===== config.mk =====
export PLATFORM = sky130hd
export DESIGN_NAME = kbd_scan
export DESIGN_NICKNAME = d
export VERILOG_FILES = /design/src/rtl/kbd_scan_pkg.sv /design/src/rtl/kbd_tick.sv /design/src/rtl/kbd_scan.sv
export SDC_FILE = /design/constraint.sdc
export NUM_CORES = 1
export LEC_CHECK = 0
export ABC_AREA = 1
export BUFFER_PORTS_ARGS = -buffer_cell sky130_fd_sc_hd__buf_2
export CORE_MARGIN = 4
export CORE_UTILIZATION = 61
export DETAILED_ROUTE_END_ITERATION = 7
export MAX_ROUTING_LAYER = met4
export PLACE_DENSITY = 0.88
export SKIP_LAST_GASP = 1
export SYNTH_ARGS = -nofsm -noshare
export SYNTH_HDL_FRONTEND = slang
export SYNTH_SLANG_ARGS = --single-unit

===== constraint.sdc =====
create_clock -name clk -period 3.5 [get_ports clk]
set_input_delay 0.35 -clock clk [delete_from_list [all_inputs] [get_ports clk]]
set_output_delay 0.35 -clock clk [all_outputs]
set_load 0.005 [all_outputs]

===== src/rtl/kbd_scan_pkg.sv =====
// Shared defaults and helpers for the keypad scanner: board-level default
// geometry/timing constants and the lowest-set-bit priority encoder.
package kbd_scan_pkg;

  localparam int DEF_ROWS     = 4;
  localparam int DEF_COLS     = 4;
  localparam int DEF_SCAN_DIV = 1000;
  localparam int DEF_DEBOUNCE = 3;
  localparam int MAX_KEYS     = 64;

  typedef logic [3:0] stable_t;

  // Index of the lowest set bit, or MAX_KEYS when the vector is empty.
  function automatic int first_set(input logic [MAX_KEYS-1:0] v);
    int idx;
    idx = MAX_KEYS;
    for (int i = MAX_KEYS - 1; i >= 0; i--) begin
      if (v[i]) begin
        idx = i;
      end else begin
        idx = idx;
      end
    end
    return idx;
  endfunction

endpackage


===== src/rtl/kbd_tick.sv =====
// Column-slot divider: a registered one-cycle strobe during the last cycle
// of every SCAN_DIV-cycle slot.
module kbd_tick
  import kbd_scan_pkg::*;
#(
  parameter int SCAN_DIV = DEF_SCAN_DIV
) (
  input  logic clk,
  input  logic reset,
  output logic tick
);

  localparam int TW = $clog2(SCAN_DIV);
  localparam logic [TW-1:0] LAST = TW'(SCAN_DIV - 1);
  localparam logic [TW-1:0] PRE  = TW'(SCAN_DIV - 2);

  logic [TW-1:0] cnt_r;
  logic          tick_r;

  // slot counter with the strobe pre-decoded one cycle ahead
  always_ff @(posedge clk or posedge reset) begin
    if (reset) begin
      cnt_r  <= {TW{1'b0}};
      tick_r <= 1'b0;
    end else begin
      if (cnt_r == LAST) begin
        cnt_r <= {TW{1'b0}};
      end else begin
        cnt_r <= cnt_r + TW'(1'b1);
      end
      tick_r <= (cnt_r == PRE);
    end
  end

  assign tick = tick_r;

endmodule


===== src/rtl/kbd_scan.sv =====
// Keypad matrix scanner: column drive, whole-frame debounce, lowest-index
// press encoder and a one-entry valid/ack holding register.
module kbd_scan
  import kbd_scan_pkg::*;
#(
  parameter int ROWS     = DEF_ROWS,
  parameter int COLS     = DEF_COLS,
  parameter int SCAN_DIV = DEF_SCAN_DIV,
  parameter int DEBOUNCE = DEF_DEBOUNCE,
  localparam int KW      = $clog2(ROWS * COLS)
) (
  input  logic            clk,
  input  logic            reset,
  input  logic [ROWS-1:0] row,
  output logic [COLS-1:0] col,
  output logic [KW-1:0]   key_code,
  output logic            key_valid,
  input  logic            key_ack,
  output logic            key_down,
  output logic            overrun
);

  localparam int NK = ROWS * COLS;
  localparam int CW = $clog2(COLS);
  localparam logic [CW-1:0] LAST_COL = CW'(COLS - 1);

  logic [ROWS-1:0] row_meta_r, row_sync_r;
  logic [CW-1:0]   col_idx_r, col_idx_next_s;
  logic [COLS-1:0] col_r;
  logic [NK-1:0]   snap_r, snap_next_s, prev_r, deb_r, press_s;
  stable_t         stable_r;
  logic [KW-1:0]   code_r, event_code_s;
  logic            valid_r, down_r, overrun_r;
  logic            tick_s, frame_end_s, same_s, accept_s, event_s;
  int              first_s;

  kbd_tick #(.SCAN_DIV(SCAN_DIV)) u_tick (
    .clk   (clk),
    .reset (reset),
    .tick  (tick_s)
  );

  // two-flop synchronizer; idle state is the pulled-up level
  always_ff @(posedge clk or posedge reset) begin
    if (reset) begin
      row_meta_r <= {ROWS{1'b1}};
      row_sync_r <= {ROWS{1'b1}};
    end else begin
      row_meta_r <= row;
      row_sync_r <= row_meta_r;
    end
  end

  // merge the active column's (active-high) samples into the snapshot
  always_comb begin
    snap_next_s = snap_r;
    for (int r = 0; r < ROWS; r++) begin
      snap_next_s[r*COLS + int'(col_idx_r)] = ~row_sync_r[r];
    end
  end

  assign frame_end_s    = tick_s && (col_idx_r == LAST_COL);
  assign same_s         = (snap_next_s == prev_r);
  assign col_idx_next_s = (col_idx_r == LAST_COL) ? {CW{1'b0}} : col_idx_r + CW'(1'b1);

  // accept once DEBOUNCE consecutive frames agree
  always_comb begin
    if (!frame_end_s) begin
      accept_s = 1'b0;
    end else if (DEBOUNCE == 1) begin
      accept_s = 1'b1;
    end else begin
      accept_s = same_s && (int'(stable_r) >= DEBOUNCE - 2);
    end
  end

  // newly pressed keys; only the lowest index becomes an event
  always_comb begin
    if (accept_s) begin
      press_s = snap_next_s & ~deb_r;
    end else begin
      press_s = {NK{1'b0}};
    end
    first_s      = first_set(MAX_KEYS'(press_s));
    event_s      = (first_s < NK);
    event_code_s = KW'(first_s);
  end

  // column sequencing, snapshot capture and frame debounce
  always_ff @(posedge clk or posedge reset) begin
    if (reset) begin
      col_idx_r <= {CW{1'b0}};
      col_r     <= ~COLS'(1'b1);
      snap_r    <= {NK{1'b0}};
      prev_r    <= {NK{1'b0}};
      deb_r     <= {NK{1'b0}};
      stable_r  <= 4'd0;
      down_r    <= 1'b0;
    end else if (tick_s) begin
      col_idx_r <= col_idx_next_s;
      col_r     <= ~(COLS'(1'b1) << col_idx_next_s);
      snap_r    <= snap_next_s;
      if (frame_end_s) begin
        prev_r <= snap_next_s;
        if (!same_s) begin
          stable_r <= 4'd0;
        end else if (stable_r < stable_t'(DEBOUNCE)) begin
          stable_r <= stable_r + 4'd1;
        end else begin
          stable_r <= stable_r;
        end
        if (accept_s) begin
          deb_r  <= snap_next_s;
          down_r <= |snap_next_s;
        end else begin
          deb_r  <= deb_r;
          down_r <= down_r;
        end
      end else begin
        prev_r   <= prev_r;
        stable_r <= stable_r;
      end
    end else begin
      col_idx_r <= col_idx_r;
    end
  end

  // holding register: an ack in the same cycle as an event makes room for it
  always_ff @(posedge clk or posedge reset) begin
    if (reset) begin
      code_r    <= {KW{1'b0}};
      valid_r   <= 1'b0;
      overrun_r <= 1'b0;
    end else if (event_s) begin
      if (key_ack) begin
        code_r    <= event_code_s;
        valid_r   <= 1'b1;
        overrun_r <= 1'b0;
      end else if (valid_r) begin
        overrun_r <= 1'b1;
      end else begin
        code_r  <= event_code_s;
        valid_r <= 1'b1;
      end
    end else if (key_ack) begin
      valid_r   <= 1'b0;
      overrun_r <= 1'b0;
    end else begin
      valid_r <= valid_r;
    end
  end

  assign col       = col_r;
  assign key_code  = code_r;
  assign key_valid = valid_r;
  assign key_down  = down_r;
  assign overrun   = overrun_r;

endmodule


==> impl_metrics.csv <==
group,metric,value,unit
timing,postLayoutSetupSlackWorst,344.9,ps
detailed_routing,drt_first_iter_violations,297,
finish,mostFrequentLayoutCells,"171 x sky130_fd_sc_hd__nand2_1, 73 x sky130_fd_sc_hd__dfrtp_1, 72 x sky130_fd_sc_hd__inv_1",
floorplanning,floorplan.die_area,0.008215,mm2
synthesis,post_synth_instance_area,0.004165,mm2
grt,grt_first_pass_wirelength,15500,um
grt,grt_pass1_vias,3375,
pwr,p_per_area,363.4,mW/mm2
synthesis,post_synth_inst_count,524,
worst_setup_path,cpMaxStageDelayCell,"sky130_fd_sc_hd__dfrtp_1",
timing,timing.final.crit_period,3155,ps
worst_setup_path,path_depth,28,
placement,pre_cts_ws,171.6,ps
grt,grt_util_all_layers,0.2438,
clock_network,clock_tree_from_tritoncts,"built",
pwr,max-vdd-ir-drop,0.3559,mV
detailed_routing,avgRoutedWirePerCell,14.49,um
grt,grt_start_max_net_pins,39,
worst_setup_path,cpLargestDelayFamily,"simple AND/OR/NAND/NOR gates",
synthesis,synth_simple_gate_area_frac,0.2854,
timing,maxSlewHeadroom,0.3865,
timing,timing_worst_slew_pin_value,916.0,ps
finish,diodes,0,
synthesis,synthDistinctLibCells,34,
worst_setup_path,timing.critical_path.slowest_cell_delay,410,ps
synthesis,synth_compound_gate_area_share,0.09042,
synthesis,flip_flop_and_latch_count_after_synthesis,84,
timing,layout_worst_path_cycle_share,0.9014,
worst_setup_path,timing.critical_path.buf_inv,3,
grt,grt_antenna_before_repair,0,
synthesis,synth_top_cell_area_share,0.4386,
run,max_cap_viol_count,0,
timing,clock-skew-final,7.091,ps
floorplanning,core_area,0.006495,mm2
finish,seq_area,0.002116,mm2
detailed_routing,drtAntennaViolNets,0,
finish,fillers,508,
synthesis,synth_adder_area_share,0.03004,
synthesis,synth-warning-count,0,
floorplanning,vert_die_dim,90.64,um
synthesis,yosys.area_share.xor_xnor,0.004205,
detailed_routing,drcViolationCount,0,
outcome,status,"completed",
worst_setup_path,worstRegToRegCells,28,
detailed_routing,via_to_cell_ratio,5.532,
clock_network,cts_max_level,3,
worst_setup_path,timing.critical_path.arrival,3420,ps
detailed_routing,dr_total_vias,3502,
finish,multiInputGateArea,0.001730,mm2
timing,max_clock_freq,317.0,MHz
placement,globalplace.congestion,0.9451,
clock_network,postCtsHoldBufs,0,
clock_network,cts_num_sinks,84,
synthesis,ys_seq_area_frac,0.5080,
worst_setup_path,setup.worst_path.class,"flip-flop to flip-flop",
timing,finalHoldViolations,0,
worst_setup_path,crit_path_max_fanout,16,
min_path,worst_hold_path_type,"input port to async pin",
timing,summed_negative_setup_slack_over_all_endpoints,0,ps
clock_network,clock_insertion_delay_worst_skew,360,ps
clock_network,cts-root-to-sink-buffers,2,
synthesis,synth_largest_area_cell,"sky130_fd_sc_hd__dfrtp_1",
placement,place_hpwl,6552,um
synthesis,async_reset_ff_frac,1.000,
clock_network,clk_slew_on_worst_s_h_paths,80,ps
timing,setup_viol,0,
finish,post_route_cells_drive_above_1_share,0.1385,
worst_setup_path,critical_path.startpoint_type,"flip-flop",
clock_network,clockRootBuffer,"sky130_fd_sc_hd__clkbuf_8",
floorplanning,floorplan.initialDensity,0.6413,
synthesis,ys_dominant_reg_cell,"sky130_fd_sc_hd__dfrtp_1",
detailed_routing,number_of_optimization_iterations_in_the_first_detailed_route_pass,6,
finish,layout.cells.most_common,"sky130_fd_sc_hd__nand2_1",
synthesis,combinational_family_with_the_most_area_after_synthesis,"simple AND/OR/NAND/NOR gates",
finish,layout-area-overhead-vs-synth,9.342,%
pwr,power.leakage,2.461,nW
pwr,fin_total_pwr,1.655,mW
synthesis,ys_top_cells_by_area,"sky130_fd_sc_hd__dfrtp_1 44%, sky130_fd_sc_hd__nand2_1 15%, sky130_fd_sc_hd__dfstp_2 6.9%",
finish,numnets_final,568,
floorplanning,die_w,90.64,um
worst_setup_path,cp_common_cell,"sky130_fd_sc_hd__nand2_1",
timing,maxSlewViolCount,0,
worst_setup_path,required_time_of_the_critical_path,3760,ps
floorplanning,std_cell_rows,29,
synthesis,synth.area.mux_share,0,
synthesis,synth.avg_cell_area,7.949,um2
floorplanning,floorplan.io_pins,18,
clock_network,cts_buffers,9,
synthesis,synth_edf_count,0,
placement,numPortBuffers,17,
synthesis,synthesis.nets,541,
worst_setup_path,cp-end-kind,"flip-flop",
detailed_routing,finalWirelength,9171,um
grt,overflow_after_grt,0,
synth_stat cells (all sizes together), types with 5 or more instances:
cell,count
clkbuf,6
nor3b,5
nand3,29
o21ai,57
nand4,7
dfstp,11
nand3b,5
ha,10
a21oi,5
nor2,32
dfrtp,73
nand2,181
inv,79
sequential cells by signal (all words and copies together) (netlist names):
signal,flops
prev_r,16
col,4
overrun,1
u_tick.tick,1
row_meta_r,4
deb_r,16
stable_r,4
row_sync_r,4
key_valid,1
key_down,1
snap_r,16
key_code,4
u_tick.cnt_r,10
col_idx_r,2
metrics by stage:
step / instance area [um2] / hold slack (ps) / std cells / utilization
after CTS: 4504 / 59.76 / 629 / 0.6935
after global routing: 4554 / 66.14 / 633 / 0.7012
after detailed placement: 4329 / 348.5 / 613 / 0.6665
after global placement: 4329 / 345.7 / 613 / 0.6665
final: 4554 / 47.45 / 633 / 0.7012
after floorplan: 4165 / 345.2 / 524 / -
worst paths after layout:
path	slack [ps]	start	to
worst max-delay path	340	col_idx_r[1]	key_code[0]
worst min-delay path	50	reset	u_tick.cnt_r[6]
worst max register to register	340	col_idx_r[1]	key_code[0]
worst min register to register	360	row_meta_r[1]	row_sync_r[1]
max in group asynchronous	2650	reset	row_meta_r[1]
min in group clk	80	row[3]	row_meta_r[3]
power by group:
part | total (mW) | switching [mW] | internal [mW]
Sequential | 0.986 | 0.00727 | 0.978
Combinational | 0.0414 | 0.0318 | 0.00963
Clock | 0.628 | 0.352 | 0.276
logic make-up after synthesis:
logic type,after synthesis
and+or+nand+nor,269
buffers and inverters,88
DFF,84
AOI/OAI and AO/OA,71
adders and majority gates,10
xor gates and xnor gates,2
per-layer routing:
metal	routed length, um	share of wire	track usage	vias up
met5	0	0	-	-
met4	356	0.039	0.1033	0
met3	643	0.070	0.04750	51
met2	4281	0.47	0.3873	146
met1	3890	0.42	0.3062	1608
li1	-	-	-	1697
repair_timing:
item	CTS	global route
resized for setup	0	5
endpoints found under the setup margin	0	4
endpoints found under the hold margin	0	0
setup buffers	0	3
worst register-to-register path, delay by kind of cell, from the launching register on:
family | cells | cell delay, ps
simple gates | 24 | 1950
flops | 1 | 410
buf+inv | 3 | 400
fa+ha+maj | 1 | 280
final cells by class:
| type | instances | share of cell area |
|---|---|---|
| sequential | 84 | 0.4646 |
| inverter | 80 | 0.06731 |
| timing repair buffer | 23 | 0.02857 |
| tap | 77 | 0.02115 |
| clock buffer | 10 | 0.03022 |
| multi-input combinational | 353 | 0.3799 |
| clock inverter | 6 | 0.008242 |
Power figures use the tool's default switching activity.
